File: config.mk
export PLATFORM = sky130hd
export DESIGN_NAME = reg_file_mp
export DESIGN_NICKNAME = d
export VERILOG_FILES = /design/src/rtl/reg_file_mp.sv
export SDC_FILE = /design/constraint.sdc
export NUM_CORES = 2
export LEC_CHECK = 0
export CORE_MARGIN = 2
export CORE_UTILIZATION = 40
export DETAILED_ROUTE_END_ITERATION = 10
export HOLD_SLACK_MARGIN = 0.05
export SLEW_MARGIN = 20
export SYNTH_ARGS = -nofsm -noshare
export SYNTH_HDL_FRONTEND = slang
export SYNTH_SLANG_ARGS = --single-unit
File: constraint.sdc
create_clock -name clk -period 82.1 [get_ports clk]
set_input_delay 16.42 -clock clk [delete_from_list [all_inputs] [get_ports clk]]
set_output_delay 16.42 -clock clk [all_outputs]
set_load 0.02 [all_outputs]
File: src/rtl/reg_file_mp.sv
// Two-read/one-write register file with bulk-clear engine and optional write-to-read bypass.
// Latency: reads are combinational (0 cycles); writes land at the rising edge; a clear takes DEPTH cycles.
// Backpressure: none; writes arriving during a clear are dropped and flagged on wr_drop.
//
// Ports:
//   clk, rst             rising-edge clock, asynchronous active-high reset
//   raddr1/2, rdata1/2   combinational read ports
//   we, jreg, waddr,     write port; jreg=1 inhibits the write
//   wdata
//   wr_drop              one-cycle pulse: a write was discarded because a clear was running
//   clr_req              bulk-clear request, sampled at the rising edge
//   clr_busy             high while the clear sequence runs
//   clr_done             one-cycle pulse after the last entry has been cleared
// Optional feature: define REGFILE_BYPASS_EN to forward same-cycle write data to the read ports.
module reg_file_mp #(
    parameter int DATA_W  = 32,
    parameter int ADDR_W  = 5,
    parameter int ZERO_R0 = 1
) (
    input  logic              clk,
    input  logic              rst,
    input  logic [ADDR_W-1:0] raddr1,
    input  logic [ADDR_W-1:0] raddr2,
    output logic [DATA_W-1:0] rdata1,
    output logic [DATA_W-1:0] rdata2,
    input  logic              we,
    input  logic              jreg,
    input  logic [ADDR_W-1:0] waddr,
    input  logic [DATA_W-1:0] wdata,
    output logic              wr_drop,
    input  logic              clr_req,
    output logic              clr_busy,
    output logic              clr_done
);
    localparam int DEPTH = 2 ** ADDR_W;

    typedef enum logic {IDLE = 1'b0, CLEAR = 1'b1} state_t;

    state_t            state;
    state_t            nextState;
    logic [ADDR_W:0]   clrCnt;
    logic [DATA_W-1:0] regs [DEPTH];
    logic              wrAttempt;
    logic              wrEff;
    logic              lastClr;
    logic              clrDone;
    logic              wrDrop;

    assign wrAttempt = we && !jreg;
    assign wrEff     = wrAttempt && (state == IDLE) && !((ZERO_R0 != 0) && (waddr == '0));
    assign lastClr   = (clrCnt == (ADDR_W + 1)'(DEPTH - 1));

    // FSM: state register
    always_ff @(posedge clk or posedge rst) begin
        if (rst) begin
            state <= IDLE;
        end else begin
            state <= nextState;
        end
    end

    // FSM: next state; clr_req during CLEAR is deliberately ignored
    always_comb begin
        nextState = state;
        case (state)
            IDLE:    if (clr_req) nextState = CLEAR;
            CLEAR:   if (lastClr) nextState = IDLE;
            default: nextState = IDLE;
        endcase
    end

    // FSM: outputs
    always_comb begin
        clr_busy = (state == CLEAR);
    end

    // Clear counter parks at DEPTH-1 instead of wrapping
    always_ff @(posedge clk or posedge rst) begin
        if (rst) begin
            clrCnt <= '0;
        end else if ((state == IDLE) && clr_req) begin
            clrCnt <= '0;
        end else if ((state == CLEAR) && !lastClr) begin
            clrCnt <= clrCnt + 1'b1;
        end
    end

    // Storage: clear engine owns the array while CLEAR; wrEff is already gated to IDLE
    always_ff @(posedge clk or posedge rst) begin
        if (rst) begin
            for (int i = 0; i < DEPTH; i++) begin
                regs[i] <= '0;
            end
        end else if (state == CLEAR) begin
            regs[clrCnt[ADDR_W-1:0]] <= '0;
        end else if (wrEff) begin
            regs[waddr] <= wdata;
        end
    end

    always_ff @(posedge clk or posedge rst) begin
        if (rst) begin
            clrDone <= 1'b0;
            wrDrop  <= 1'b0;
        end else begin
            clrDone <= (state == CLEAR) && lastClr;
            wrDrop  <= wrAttempt && (state == CLEAR);
        end
    end

    assign clr_done = clrDone;
    assign wr_drop  = wrDrop;

    // Zero-forcing (reset, CLEAR, hardwired r0) overrides any forwarded data
    function automatic logic [DATA_W-1:0] readPort(
        input logic [ADDR_W-1:0] addr,
        input logic [DATA_W-1:0] stored,
        input logic              fwd,
        input logic [DATA_W-1:0] fwdDat,
        input logic              blank
    );
        logic [DATA_W-1:0] r;
        r = fwd ? fwdDat : stored;
        if ((ZERO_R0 != 0) && (addr == '0)) r = '0;
        if (blank) r = '0;
        return r;
    endfunction

    logic fwd1;
    logic fwd2;
    logic blank;

`ifdef REGFILE_BYPASS_EN
    assign fwd1 = wrEff && (raddr1 == waddr);
    assign fwd2 = wrEff && (raddr2 == waddr);
`else
    assign fwd1 = 1'b0;
    assign fwd2 = 1'b0;
`endif

    assign blank  = rst || (state == CLEAR);
    assign rdata1 = readPort(raddr1, regs[raddr1], fwd1, wdata, blank);
    assign rdata2 = readPort(raddr2, regs[raddr2], fwd2, wdata, blank);

endmodule

After elaboration in Yosys (flattened, before gate mapping)
Index checks and enable logic that the tools add are counted.

cells by class
  add/subtract/negate cells = 1
  $lt $le $gt $ge = 6
  eq/ne operators = 1
  multiplexer cells = 22
  bitwise gates (word level) = 7
  reduce and logical (&&, ||, !) cells = 18

operators by type and width
  kind                                                       number
  2-to-1 mux 1024 bit                                        2
  bitwise AND 1024 bit                                       1
  bitwise mux 1024 bit                                       1
  inverter 1024 bit                                          1
  binary-select mux 32 bit (select 5 bit)                    2
  demux 32 bit (select 5 bit)                                2
  2-to-1 mux 32 bit                                          10
  greater-or-equal comparator 6 bit (second input constant)  4
  inverter 5 -> 6 bit                                        4
  logical NOT 5 bit                                          3
  < comparator 6 x 1 -> 1 bit (second input constant)        2
  2-to-1 mux 6 bit                                           2
  logical AND 1 bit                                          9
  adder 6 x 1 -> 6 bit (second input constant)               1
  equality test 6 x 5 -> 1 bit (second input constant)       1
  nonzero test 2 bit                                         2
  logical NOT 1 bit                                          3
  2-to-1 mux 1 bit                                           2
  one-hot mux 1 bit (2 select lines)                         1
  logical OR 1 bit                                           1
  inverter 1 bit                                             1

word-level totals
  register bits = 1033
  input port bits = 52
  output and inout port bits = 67
  word-level logic and storage cells = 91

Logic depth before layout (Yosys ltp)
  word-level depth = 8
  gate-level depth with buffers = 9
  depth with buffers taken out = 6

Worst setup path after synthesis
No wires, ideal clock.

  kind = input port to output port
  from = in raddr2[0]
  to = out rdata2[10]
  data arrival time = 18.279 ns
  data required time = 65.680 ns
  slack = 47.401 ns
  stages = 6
  buffers on the path = 3
  cell sequence = buf_2 > buf_2 > buf_1 > mux4_2 > a21oi_1 > nand4_1

between the ends
  longest elaborated chain between the ends = 6
  elaborated cells on any way between the ends = 7
  classes of those cells = 5 x mux; 1 x bitwise; 1 x reduce/logical

RTL lines
  item                                                  RTL line  RTL
  from (decl)                                           23        input logic [ADDR_W-1:0] raddr2,
  inverter 5 -> 6 bit (implied by the code)             143       assign rdata2 = readPort(raddr2, regs[raddr2], fwd2, wdata, blank);
  binary-select mux 32 bit (select 5 bit)               143
  2-to-1 mux 32 bit (implied by the code) (2 in a row)  143
  2-to-1 mux 32 bit *                                   124       if ((ZERO_R0 != 0) && (addr == '0)) r = '0;
  2-to-1 mux 32 bit *                                   125       if (blank) r = '0;
  to (decl)                                             25        output logic [DATA_W-1:0] rdata2,

Mark *: on every way between the ends. The rest lies on a longest branch, timed or not. The select of a mux whose other input is x is not followed.

Worst setup path in the final report
  from = in raddr2[1]
  to = out rdata2[20]

The elaborated chain is that of the path after synthesis.

==> metrics.md <==
| Metric | Value |
|---|---|
| Status | `finished, final reports clean` |
| Worst Clk Skew | `approximately 36 ps` |
| Ports | `around 120` |
| Detailed-route DRC error count | `0` |
| Relative slew margins | `23.6%` |
| TritonCTS Buffers | `between 100 and 150` |
| RSZ-0062 raised after global routing | `no` |
| CP Class | `in -> out` |
| Final hold vios | `0` |
| Setup-failing EPs final | `0` |
| Worst hold start | `regs[994]$_DFFE_PP0P_` |
| Bufs on Longest Clock Path | `3` |
| Area after DPL | `56100 um^2` |
| Clock share of power | `40.3%` |
| Die Y | `368 um` |
| Reg power frac | `between 40% and 50%` |
| Worst vdd ir | `around 0.000016 V` |
| Die width | `~370 um` |
| Switching part of the total power | `between 30% and 40%` |
| Final instance area | `59900 um^2` |
| Clock sink total | `just over 1000` |
| Area of the core | `~130000 um^2` |
| Worst-path fanout max | `about 130` |
| Final #Nets | `3996` |
| Port bufs | `118` |
| Yosys warns | `0` |
| P_leak | `roughly 27 nW` |
| Reg2reg start | `clr_busy$_DFF_PP0_` |
| Final Cycle Share | `a little under half` |
| Fraction of layout cells with a size suffix above 1 | `approximately a fifth` |
| Sw Pwr | `0.403 mW` |
| Largest net degree at the start of global routing | `approximately 180` |
| Post_cts resized | `0` |
| ANT nets after route | `0` |
| TNS Setup | `0 ps` |
| Hold WS | `approximately 510 ps` |
| Tightest Pin Transition | `1130 ps` |
| Post-synth cell types | `46` |
| First-pass GRT wire length | `~320000 um` |
| Worst setup EP type | `output pin` |
| FP Rows | `~130` |
| WP data required | `65680 ps` |
| Internal | `0.924 mW` |
| Starting Density | `40.3%` |
| Post-Syn Instances | `between 4000 and 5000` |
| Max Fclk | `26.6 MHz` |
| Dominant synthesized flop cell | `dfrtp_1` |
| Vias per inst | `7.37` |
| Layout area overhead | `12.9%` |
| CP arrival | `around 21000 ps` |
| Root Driver | `clkbuf_16` |
| Total power | `about 1.3 mW` |
| Via Count | `around 43000` |
| Routed len/inst | `around 38 um` |
| Slew Viols, Final | `0` |
| Worst hold path type | `reg -> reg` |
| DR pass1 iterations | `8` |
| Combinational power share | `between 15 and 20%` |
| Number of max-cap violations | `0` |
| Syn_nets | `approximately 4100` |
| Initial antenna violation count | `10` |
| Gr ovfl total | `0` |
| Iteration-0 DRC count of the detailed router | `approximately 6600` |
| EDFF count, synth | `0` |
| Async set or reset register ratio after synthesis | `between 90% and 100%` |
| Core Util, Final | `roughly 46%` |
| Htree depth | `3` |
| HPWL Detailed | `roughly 120000 um` |
| Post-Syn Area per Cell | `between 10 and 15 um^2` |
| Setup Fix Bufs, Post-CTS | `0` |
| Routed WL | `roughly 220000 um` |
| Clock transition at path regs | `60 ps` |
| Die area | `~140000 um^2` |
| Pwr dens | `22.1 nW/um^2` |
| Sequential share of the synthesized area | `just under 50%` |
| Global placement routability congestion | `just under 0.9` |
| CTS tree | `yes` |
| FILL cells | `about 12000` |
| Hold-fix buffers at CTS | `0` |
| Worst Setup SP | `raddr2[1]` |
| Crit path launch type | `primary input` |
| Vias in the first global route | `41700` |
| Total track usage | `about a third` |
| Mapped Area | `53100 um^2` |
| Clk_lat worst skew | `approximately 760 ps` |
| Final period demand of the worst path | `~38000 ps` |
| Synthesized flop and latch total | `1033` |
==> layout make-up <==
class / count / area (um^2) / area share, %
sequential: 1033 / 25800 / 43.1
multi-input combinational: 2510 / 25600 / 42.7
clock buffer: 158 / 3320 / 5.54
timing repair buffer: 277 / 2440 / 4.07
tap: 1755 / 2200 / 3.66
clock inverter: 48 / 508 / 0.848
inverter: 7 / 33.8 / 0.0564
antenna: 4 / 10.0 / 0.0167
==> cell usage after synthesis, types with 2 or more instances <==
master	number	area, um^2
inv_1	5	18.8
dfrtp_1	1033	25800
nor2b_1	5	31.3
ha_1	4	50.1
nand4_1	65	407
a21oi_2	5	43.8
mux4_2	320	7210
inv_2	2	7.51
nand3_1	5	25.0
or2_2	2	12.5
nor2_1	6	22.5
buf_6	2	22.5
nor3_4	10	163
a21oi_1	122	611
a22o_1	995	8710
nor3_1	9	45.0
buf_4	7	52.6
or3b_2	7	61.3
clkbuf_1	368	1380
mux2i_1	385	3850
a32oi_1	64	561
nand2_1	3	11.3
buf_1	19	71.3
o21ai_0	65	325
and3b_1	2	17.5
o22ai_1	193	1210
and2_1	38	238
nand3b_1	7	52.6
buf_2	135	676
a31oi_1	32	200
nor3b_1	5	37.5
nand2b_1	4	25.0
nor3_2	15	150
and3_1	130	813
==> kinds of logic (layout without fill, tap and decap cells) <==
group                      Yosys count  count (layout)  synth area share (%)
buffers and inverters              538             490                  4.20
other                                0               4                     0
AOI/OAI and AO/OA                 1478            1478                  22.0
adders and majority gates            4               4                0.0943
DFF                               1033            1033                  48.7
muxes                              706             706                  20.9
xor gates and xnor gates             2               2                0.0330
and+or+nand+nor                    320             320                  4.11
==> worst paths after layout <==
| path | end | cells past startpoint | slack, ps |
|---|---|---|---|
| worst min-delay path | regs[994]$_DFFE_PP0P_ | 1 | 510 |
| max in group asynchronous | regs[945]$_DFFE_PP0P_ | 5 | 62570 |
| worst max-delay path | rdata2[20] | 9 | 44490 |
| min in group asynchronous | regs[671]$_DFFE_PP0P_ | 2 | 16730 |
| worst min register to register | regs[994]$_DFFE_PP0P_ | 1 | 510 |
| worst max register to register | regs[955]$_DFFE_PP0P_ | 8 | 78680 |
==> critical path, cell delays in order <==
cell             delay (ps)
buf_8                   400
buf_4                   710
buf_12                  790
buf_4                   760
mux4_2                  590
and3_1                  190
a21oi_1                 160
nand4_1                 360
clkdlybuf4s50_1         670
==> state kept, by name (all words and copies together) (netlist names) <==
name and flops:
regs 1024, clrCnt 6, clr_busy 1, clr_done 1
wr_drop 1
==> metal layers <==
layer  routed length (um)  up-vias  global-route usage (%)  part of all wire [%]
met1                84900    22200                    44.1                    38
met4                12900        4                    16.7                   5.8
met5                   28        -                       0                 0.013
li1                     -    16200                       -                     -
met3                29500      735                    10.4                    13
met2                93800     3512                    45.4                    42
==> cells in the final DEF (no fill, tap or decap), drive strengths merged, types with 34 or more instances in the layout <==
cell type / n
o22ai: 193
o21ai: 66
and3: 130
a22o: 995
nor3: 34
dfrtp: 1033
clkdlybuf4s50: 104
clkbuf: 158
buf: 173
nand4: 65
and2: 38
a32oi: 64
mux4: 320
mux2i: 385
a21oi: 127
==> through the flow <==
stage | instances | worst slack, ps
6_report | 5792 | 44490
2_1_floorplan | 4081 | 36610
3_3_place_gp | 5581 | 44540
5_1_grt | 5789 | 44280
3_5_place_dp | 5581 | 44510
4_1_cts | 5787 | 44510
==> power groups by stage <==
stage	combinational, mW	sequential, mW	clock, mW
5_1_grt	0.225	0.575	0.558
3_3_place_gp	0.210	0.578	0
3_5_place_dp	0.212	0.578	0
2_1_floorplan	0.129	0.571	0
6_report	0.219	0.572	0.535
4_1_cts	0.213	0.570	0.537
Note: power is estimated with default switching activity, not from simulation.
